### config.mk
export PLATFORM = sky130hd
export DESIGN_NAME = dm_access_unit
export DESIGN_NICKNAME = d
export VERILOG_FILES = /design/src/rtl/dm_access_unit.sv
export SDC_FILE = /design/constraint.sdc
export NUM_CORES = 1
export LEC_CHECK = 0
export ABC_AREA = 1
export CORE_MARGIN = 8
export CORE_UTILIZATION = 46
export CTS_CLUSTER_SIZE = 16
export DETAILED_ROUTE_END_ITERATION = 12
export MAX_ROUTING_LAYER = met4
export PLACE_DENSITY_LB_ADDON = 0.05
export SLEW_MARGIN = 20
export SYNTH_ARGS = -nofsm -noshare
export SYNTH_HDL_FRONTEND = slang
export SYNTH_SLANG_ARGS = --single-unit
### constraint.sdc
create_clock -name clk -period 1.8 [get_ports clk]
set_input_delay 0.45 -clock clk [delete_from_list [all_inputs] [get_ports clk]]
set_output_delay 0.45 -clock clk [all_outputs]
set_load 0.05 [all_outputs]
### src/rtl/dm_access_unit.sv
// Data-memory access unit: one load/store at a time over a req/ack bus,
// with byte-lane steering, load extension, legality checks and a timeout.
//
// Ports:
//   clk, rst           clock, synchronous active-high reset
//   req_valid/ready    request handshake from EX (ready only when idle)
//   mem_we, mem_re     store / load select from the decoder
//   load_sel           0 lw/sw, 1 lb, 2 lbu, 3 lh, 4 lhu, 5 sb
//   addr, wdata        byte address and store data
//   resp_valid         one-cycle completion pulse
//   rdata, err         extended load data and error flag, held between pulses
//   bus_req .. bus_wdata  registered bus request, stable while bus_req=1
//   bus_ack, bus_rdata    bus completion and read word
module dm_access_unit #(
    parameter int TIMEOUT = 255
) (
    input  logic        clk,
    input  logic        rst,
    input  logic        req_valid,
    output logic        req_ready,
    input  logic        mem_we,
    input  logic        mem_re,
    input  logic [3:0]  load_sel,
    input  logic [31:0] addr,
    input  logic [31:0] wdata,
    output logic        resp_valid,
    output logic [31:0] rdata,
    output logic        err,
    output logic        bus_req,
    output logic        bus_we,
    output logic [31:0] bus_addr,
    output logic [3:0]  bus_be,
    output logic [31:0] bus_wdata,
    input  logic        bus_ack,
    input  logic [31:0] bus_rdata
);

    localparam logic [3:0] SEL_W   = 4'd0;
    localparam logic [3:0] SEL_B   = 4'd1;
    localparam logic [3:0] SEL_BU  = 4'd2;
    localparam logic [3:0] SEL_H   = 4'd3;
    localparam logic [3:0] SEL_HU  = 4'd4;
    localparam logic [3:0] SEL_SB  = 4'd5;

    // Last count value before the access is abandoned.
    localparam logic [15:0] CNT_LAST = 16'(TIMEOUT - 1);

    typedef enum logic [1:0] {
        S_IDLE   = 2'd0,
        S_ACCESS = 2'd1,
        S_RESP   = 2'd2
    } state_t;

    state_t      state_q, state_d;
    logic [15:0] cnt_q, cnt_d;
    logic        we_q, we_d;
    logic [31:0] addr_q, addr_d;
    logic [3:0]  be_q, be_d;
    logic [31:0] wd_q, wd_d;
    logic [3:0]  sel_q, sel_d;
    logic [1:0]  lo_q, lo_d;
    logic [31:0] rdata_q, rdata_d;
    logic        err_q, err_d;

    logic        is_store;
    logic        legal;
    logic [3:0]  be_new;
    logic [31:0] wd_new;
    logic [7:0]  byte_v;
    logic [15:0] half_v;
    logic [31:0] load_v;

    // Request decode: store wins when both strobes are set.
    always_comb begin
        is_store = mem_we;
        legal    = 1'b0;
        if (is_store) begin
            unique case (load_sel)
                SEL_W:   legal = (addr[1:0] == 2'b00);
                SEL_SB:  legal = 1'b1;
                default: legal = 1'b0;
            endcase
        end else begin
            unique case (load_sel)
                SEL_W:         legal = (addr[1:0] == 2'b00);
                SEL_B, SEL_BU: legal = 1'b1;
                SEL_H, SEL_HU: legal = ~addr[0];
                default:       legal = 1'b0;
            endcase
        end
    end

    always_comb begin
        be_new = 4'b0000;
        wd_new = 32'h0;
        unique case (load_sel)
            SEL_W:         be_new = 4'b1111;
            SEL_H, SEL_HU: be_new = addr[1] ? 4'b1100 : 4'b0011;
            default:       be_new = 4'b0001 << addr[1:0];
        endcase
        if (is_store) begin
            wd_new = (load_sel == SEL_SB) ? {4{wdata[7:0]}} : wdata;
        end
    end

    // Little-endian lane extraction of the returned word.
    always_comb begin
        unique case (lo_q)
            2'd0:    byte_v = bus_rdata[7:0];
            2'd1:    byte_v = bus_rdata[15:8];
            2'd2:    byte_v = bus_rdata[23:16];
            default: byte_v = bus_rdata[31:24];
        endcase
        half_v = lo_q[1] ? bus_rdata[31:16] : bus_rdata[15:0];
        unique case (sel_q)
            SEL_B:   load_v = {{24{byte_v[7]}}, byte_v};
            SEL_BU:  load_v = {24'h0, byte_v};
            SEL_H:   load_v = {{16{half_v[15]}}, half_v};
            SEL_HU:  load_v = {16'h0, half_v};
            default: load_v = bus_rdata;
        endcase
    end

    always_comb begin
        state_d = state_q;
        cnt_d   = cnt_q;
        we_d    = we_q;
        addr_d  = addr_q;
        be_d    = be_q;
        wd_d    = wd_q;
        sel_d   = sel_q;
        lo_d    = lo_q;
        rdata_d = rdata_q;
        err_d   = err_q;
        unique case (state_q)
            S_IDLE: begin
                if (req_valid && (mem_we || mem_re)) begin
                    if (legal) begin
                        state_d = S_ACCESS;
                        cnt_d   = 16'h0;
                        we_d    = is_store;
                        addr_d  = {addr[31:2], 2'b00};
                        be_d    = be_new;
                        wd_d    = wd_new;
                        sel_d   = load_sel;
                        lo_d    = addr[1:0];
                    end else begin
                        state_d = S_RESP;
                        rdata_d = 32'h0;
                        err_d   = 1'b1;
                    end
                end
            end
            S_ACCESS: begin
                // Ack beats a coincident timeout.
                if (bus_ack) begin
                    state_d = S_RESP;
                    rdata_d = we_q ? 32'h0 : load_v;
                    err_d   = 1'b0;
                end else if (cnt_q == CNT_LAST) begin
                    state_d = S_RESP;
                    rdata_d = 32'h0;
                    err_d   = 1'b1;
                end else begin
                    cnt_d = cnt_q + 16'd1;
                end
            end
            S_RESP: begin
                state_d = S_IDLE;
            end
            default: begin
                state_d = S_IDLE;
            end
        endcase
    end

    always_ff @(posedge clk) begin
        if (rst) begin
            state_q <= S_IDLE;
            cnt_q   <= 16'h0;
            we_q    <= 1'b0;
            addr_q  <= 32'h0;
            be_q    <= 4'h0;
            wd_q    <= 32'h0;
            sel_q   <= 4'h0;
            lo_q    <= 2'h0;
            rdata_q <= 32'h0;
            err_q   <= 1'b0;
        end else begin
            state_q <= state_d;
            cnt_q   <= cnt_d;
            we_q    <= we_d;
            addr_q  <= addr_d;
            be_q    <= be_d;
            wd_q    <= wd_d;
            sel_q   <= sel_d;
            lo_q    <= lo_d;
            rdata_q <= rdata_d;
            err_q   <= err_d;
        end
    end

    assign req_ready  = (state_q == S_IDLE);
    assign bus_req    = (state_q == S_ACCESS);
    assign resp_valid = (state_q == S_RESP);
    assign rdata      = rdata_q;
    assign err        = err_q;
    assign bus_we     = we_q;
    assign bus_addr   = addr_q;
    assign bus_be     = be_q;
    assign bus_wdata  = wd_q;

endmodule
==> results of run 1 <==
==> cells by family after synthesis <==
kind of cell	Yosys count
and+or+nand+nor	454
AOI/OAI and AO/OA	213
adders and majority gates	2
other	1
DFF	124
xor gates and xnor gates	2
buffers and inverters	113
==> placed cells by master (no fill, tap or decap), drive strengths merged, types with 2 or more instances in the layout <==
cell / n
nand2: 320
a21oi: 154
nor2: 66
clkdlybuf4s15: 2
nand4: 3
ha: 2
conb: 2
nand3: 55
xor2: 2
buf: 159
clkdlybuf4s50: 98
bufinv: 3
o211ai: 40
clkbuf: 21
clkinv: 4
o21ai: 17
nor3: 6
clkinvlp: 3
inv: 60
dfxtp: 124
dlymetal6s2s: 2
nor4: 2
==> final timing paths <==
kind,startpoint,endpoint,slack (ns)
worst max-delay path,state_q[0],bus_req,0.06
worst min-delay path,rst,cnt_q[1],0.33
worst max register to register,lo_q[1],rdata[26],0.14
worst min register to register,err,err,0.46
==> state kept, by name, indices dropped and copies added, names as in the netlist, 2 cells and up <==
name / count
bus_wdata: 32
rdata: 32
bus_addr: 30
cnt_q: 16
bus_be: 4
sel_q: 4
lo_q: 2
state_q: 2
==> report_power, final <==
part | leakage, nW | total [W] | internal, W | switching [W]
clock network | 0.286 | 0.00352 | 0.00222 | 0.00130
registers | 1.00 | 0.00288 | 0.00282 | 0.0000563
logic | 2.51 | 0.00133 | 0.000584 | 0.000750
total | 3.80 | 0.00773 | 0.00562 | 0.00211
==> worst max-delay path: stages, from the launching register on <==
cell	delay, ns
dfxtp_2	0.35
inv_2	0.08
nor2_4	0.13
buf_6	0.16
buf_12	0.14
==> repair_timing <==
action / 4_1_cts / 5_1_grt
setup endpoints to repair: 115 / 85
pin swaps: 2 / 1
gates resized for setup: 14 / 21
buffers inserted: 2 / 3
cloned: 2 / 1
==> metrics by stage <==
step                      setup WS (ns)  hold WS (ns)  cells  setup TNS (ns)  area (sq um)
after floorplan                  0.0958         0.445    910               0          6190
after global placement           -0.510         0.437   1289          -56.49          8510
after detailed placement         -0.571         0.454   1289          -62.71          8510
after CTS                       0.00928         0.317   1324               0          9220
after global routing           -0.00612         0.328   1328        -0.00612          9300
final                            0.0647         0.325   1328               0          9300
==> cell type report <==
class	instances	share of cell area
multi-input cells	673	0.346
repair buffers	265	0.272
flip-flops and latches	124	0.268
clock buffers	19	0.0477
inverters	58	0.0250
well taps	176	0.0237
clock inverters	12	0.0174
diodes	1	0.000269
==> layer usage <==
metal	track usage	wire length (um)	part of all wire	vias to the layer above
li1	-	-	-	3436
met1	0.269	8750	0.44	3037
met2	0.374	9780	0.49	195
met3	0.0724	1320	0.066	19
met4	0.0606	227	0.011	0
met5	-	0	0	-
==> metrics.md, run 1 <==
| Metric | Value |
|---|---|
| Area growth from synthesis to layout | 50.2% |
| DR iter-0 viols | 582 |
| Synth Area in Compound Gates | 0.197 |
| Placement Rows | 42 |
| Core Area | 0.0132 sq mm |
| CTS tree | done |
| Die ar. | 0.0174 sq mm |
| Overall power | 0.00773 W |
| Drt via density | 5.04 |
| Unique masters post-synth | 33 |
| Synth Area in Adders | 0.00404 |
| Yosys reg bits | 124 |
| F_max | 0.576 GHz |
| Final WL | 20,100 um |
| Fin util | 0.705 |
| Synth warn | 0 |
| Initial antenna violation count | 1 |
| GRT overflow | 0 |
| Initial Util | 0.469 |
| Simple-gate share of the synthesized area | 0.306 |
| Final Skew | 0.00811 ns |
| Sequential cell area fraction in the yosys report | 0.401 |
| Port Buffers | 208 |
| Share of layout cells above drive strength 1 | 0.219 |
| Critical path class | reg2out |
| Die Ht | 132 um |
| Leakage power | 3.80 nW |
| I/O pin cnt | 211 |
| DR vias | 6,687 |
| Hold Vio Cnt, Final | 0 |
| Seq. cell area | 0.00249 sq mm |
| Fill count | 1,196 |
| Clk_lat worst skew | 0.42 ns |
| Outcome | finished, final reports clean |
| Routed len/inst | 15.1 um |
| Fin. max-slew vios | 0 |
| Pwr Density | 831 mW/mm^2 |
| Mux contribution to synthesized area | 0 |
| Xor-xnor portion of the synthesized cell area | 0.00283 |
| Hold buffers post-CTS | 0 |
| Cell taking the most area after synthesis | dfxtp_1 |
| Vias in the first global route | 6,368 |
| CTS Buffer Depth | 2 |
| Root buf cell | clkbuf_16 |
| Worst hold stages | 2 |
| Area occupied by multi-input gates | 0.00322 sq mm |
| First-pass GRT wire length | 31,900 um |
| Clock Sinks | 124 |
| Synth async-reset ratio | 0 |
| DRT Pass-1 Iters | 5 |
| Syn Std Cell Area | 0.00619 sq mm |
| FF-to-FF path depth | 8 |
| Hold Path Class | in2reg |
| RePlAce Congestion | 0.868 |
| Critical path arrival | 1.29 ns |
| Worst-path maximum fanout | 10 |
| Final setup fails | 0 |
| H-tree levels | 4 |
| Largest family of logic cells by synthesized area | simple AND/OR/NAND/NOR gates |
| Synth area leaders | dfxtp_1 (40%), nand2_1 (19%), a21oi_1 (12%), o211ai_1 (4.9%), nand3_1 (4.2%) |
| Minimum clock period | 1.74 ns |
| Num CTS Buffers | 17 |
| CP Capture Type | output pin |
| Count leader, synth | nand2_1 |
| Die width | 132 um |
| Antenna-violating nets left | 0 |
| Startpoint Class | register |
| Final Cycle Share | 0.964 |
| Max-Cap Viols | 0 |
| Post-synth top cells | nand2_1 (307), a21oi_1 (143), dfxtp_1 (124), nor2_1 (62), inv_1 (53) |
| DRC Markers | 0 |
| Clock Pin Slew Worst Setup and Hold Paths | 0.05 ns |
| Area fraction of the dominant cell type after synthesis | 0.401 |
| Critical Path RT | 1.35 ns |
| Gr usage total | 0.230 |
| Post-synth EDFFs | 0 |
| Max VDD drop | 0.879 mV |
| Nets | 1,247 |
| Synth Area per Inst | 6.81 sq um |
| Post-Synthesis Cells | 909 |
| Prevailing post-synth register cell | dfxtp_1 |
| DPL Wire Length | 14,300 um |
| Largest net degree at the start of global routing | 85 |
No activity file was read; power rests on OpenSTA's default activity.
==> inputs of run 2 (changes only) <==
--- a/config.mk
+++ b/config.mk
@@ -7,7 +7,7 @@
 export LEC_CHECK = 0
 export ABC_AREA = 1
 export CORE_MARGIN = 8
-export CORE_UTILIZATION = 46
+export CORE_UTILIZATION = 40
 export CTS_CLUSTER_SIZE = 16
 export DETAILED_ROUTE_END_ITERATION = 12
 export MAX_ROUTING_LAYER = met4
==> run 2 against run 1 <==
Compared with the run above: worst hold slack better by 0.033 ns; sequential cell count did not move; setup slack improved by 0.00094 ns; largest cell class unchanged.
==> metrics.md, run 2 (synthesized netlist as in run 1, its figures left out) <==
| Metric | Value |
|---|---|
| DPL Wire Length | 14,600 um (was 14,300 um) |
| Overall power | 0.00751 W (was 0.00773 W) |
| Critical Path End | bus_req (unchanged) |
| Gr usage total | 0.209 (was 0.230) |
| Die ar. | 0.0197 sq mm (was 0.0174 sq mm) |
| Initial Util | 0.409 (was 0.469) |
| CP Capture Type | output pin (unchanged) |
| Routed len/inst | 15.5 um (was 15.1 um) |
| Critical path class | reg2out (unchanged) |
| R2r endpoint | cnt_q[12] (was rdata[26]) |
| Hold Path Class | in2reg (unchanged) |
| Max-Cap Viols | 0 (unchanged) |
| I/O pin cnt | 211 (unchanged) |
| Min-delay src | rst (unchanged) |
| Hold buffers post-CTS | 0 (unchanged) |
| Die width | 140 um (was 132 um) |
| CP Buf/Inv Count | 3 (unchanged) |
| FF-to-FF path depth | 10 (was 8) |
| Seq. cell area | 0.00249 sq mm (unchanged) |
| Startpoint Class | register (unchanged) |
| Worst-path maximum fanout | 6 (was 10) |
| Vias in the first global route | 6,260 (was 6,368) |
| DR top layer | met4 (unchanged) |
| Crit path from | state_q[0] (unchanged) |
| Unrepaired setup endpoints after global routing | true |
| Final WL | 20,900 um (was 20,100 um) |
| Sequential power share | 0.383 (was 0.372) |
| Nets | 1,253 (was 1,247) |
| Minimum clock period | 1.73 ns (was 1.74 ns) |
| Sw power | 0.00215 W (was 0.00211 W) |
| Share of total power in combinational logic | 0.182 (was 0.173) |
| Critical Path RT | 1.35 ns (about the same) |
| Metal2 WL | 9600 um (was 9780 um) |
| Clock Pin Slew Worst Setup and Hold Paths | 0.06 ns (was 0.05 ns) |
| Max VDD drop | 0.721 mV (was 0.879 mV) |
| Initial antenna violation count | 2 (was 1) |
| Num CTS Buffers | 17 (unchanged) |
| Antenna-violating nets left | 0 (unchanged) |
| CTS tree | done (unchanged) |
| CTS Buffer Depth | 2 (unchanged) |
| DRT Pass-1 Iters | 4 (was 5) |
| Placement Rows | 45 (was 42) |
| Outcome | finished, final reports clean (unchanged) |
| Final setup fails | 0 (unchanged) |
| Clk_lat worst skew | 0.42 ns (about the same) |
| Clock share of power | 0.435 (was 0.455) |
| Root buf cell | clkbuf_16 (unchanged) |
| Most frequent cells in the layout | nand2_1 (304), a21oi_1 (141), buf_4 (140), dfxtp_1 (120), clkdlybuf4s50_1 (98) (was nand2_1 (305), a21oi_1 (141), buf_4 (140), dfxtp_1 (120), clkdlybuf4s50_1 (98)) |
| Hold Vio Cnt, Final | 0 (unchanged) |
| DR iter-0 viols | 387 (was 582) |
| Internal power | 0.00536 W (was 0.00562 W) |
| Met3 wire len | 1570 um (was 1320 um) |
| Crit-path max cell delay | 0.36 ns (was 0.35 ns) |
| Leakage power | 3.82 nW (was 3.80 nW) |
| Crit-path cells | inv_2 -> nor2_4 -> buf_6 -> buf_12 (unchanged) |
| Share of layout cells above drive strength 1 | 0.225 (was 0.219) |
| Largest net degree at the start of global routing | 55 (was 85) |
| DR vias | 6,680 (was 6,687) |
| Fill count | 1,448 (was 1,196) |
| Fin. max-slew vios | 0 (unchanged) |
| Critical path arrival | 1.28 ns (was 1.29 ns) |
| Final Cycle Share | 0.964 (about the same) |
| Port Buffers | 208 (unchanged) |
| Area occupied by multi-input gates | 0.00327 sq mm (was 0.00322 sq mm) |
| GRT overflow | 0 (unchanged) |
| Reg-to-reg critical path startpoint | cnt_q[0] (was lo_q[1]) |
| H-tree levels | 4 (unchanged) |
| TNS Setup | 0 ns (unchanged) |
| Die Ht | 140 um (was 132 um) |
| Clock Sinks | 124 (unchanged) |
| First-pass GRT wire length | 32,500 um (was 31,900 um) |
| Met1 wire length | 9370 um (was 8750 um) |
| Most common cell after layout, fill and taps aside | nand2_1 (unchanged) |
| Final Skew | 0.0109 ns (was 0.00811 ns) |
| Sw Share | 0.287 (was 0.273) |
| R2R Setup Slk | 0.15 ns (was 0.14 ns) |
| CP Depth | 4 (unchanged) |
| Pwr Density | 804 mW/mm^2 (was 831 mW/mm^2) |
| DRC Markers | 0 (unchanged) |
| Drt via density | 4.96 (was 5.04) |
| CP top delay family | flip-flops (was buffers and inverters) |
| Area growth from synthesis to layout | 50.8% (was 50.2%) |
| Core Area | 0.0151 sq mm (was 0.0132 sq mm) |
| CP max stage cell | dfxtp_2 (unchanged) |
| F_max | 0.577 GHz (was 0.576 GHz) |
| RePlAce Congestion | 0.858 (was 0.868) |
## run 2: cell count changes in the layout (fill, tap and decap cells not counted), sizes merged
cell,delta
clkbuf,+6
clkinvlp,-1
bufinv,-2
diode,+1
dlygate4sd2,-1
nand2,+3
clkinv,+4
clkdlybuf4s15,-2
bufbuf,-1
## run 2: area by class of cell
| cell class | instances | area share |
|---|---|---|
| Timing Repair inverter | 1 | 0.000938 |
| Multi-Input combinational cell | 676 | 0.350 |
| Sequential cell | 124 | 0.267 |
| Clock inverter | 12 | 0.0125 |
| Timing Repair Buffer | 267 | 0.272 |
| Tap cell | 188 | 0.0252 |
| Inverter | 58 | 0.0247 |
| Antenna cell | 2 | 0.000536 |
| Clock buffer | 19 | 0.0475 |
## run 2: how the worst min path moves through the flow
stage	endpoint	slack, ns	depth (start not counted)
after CTS	rdata[3]	0.35	2
after global routing	rdata[16]	0.36	2
final	rdata[9]	0.36	2
after floorplan	sel_q[3]	0.44	2
after detailed placement	err	0.44	2
after global placement	err	0.44	2
## run 2: layer usage
layer | track usage | up-vias
li1 | - | 3460
met1 | 0.261 | 2989
met2 | 0.315 | 210
met3 | 0.0659 | 21
met4 | 0.0663 | 0
met5 | - | -
## run 2: metrics by stage
stage	worst slack (ns)	util	instances	hold slack, ns	instance area, sq um
floorplan	0.0958	-	910	0.445	6190
global placement	-0.551	0.559	1300	0.438	8470
detailed placement	-0.568	0.559	1300	0.442	8470
CTS	0.000610	0.602	1335	0.346	9120
global route	-0.00737	0.616	1347	0.363	9330
finish	0.0656	0.616	1347	0.359	9330
## run 2: power groups by stage
stage / Combinational, W / Sequential [W] / Clock (W)
after floorplan: 0.000549 / 0.00309 / 0
after global placement: 0.00129 / 0.00293 / 0
after detailed placement: 0.00129 / 0.00293 / 0
after CTS: 0.00132 / 0.00288 / 0.00333
after global routing: 0.00148 / 0.00289 / 0.00344
final: 0.00136 / 0.00288 / 0.00327
## run 2: timing repair
action | in CTS | in global routing
gates cloned | 2 | 7
pin swaps | 1 | 9
setup buffers | 2 | 3
gates resized for setup | 13 | 33
endpoints found under the setup margin | 117 | 117
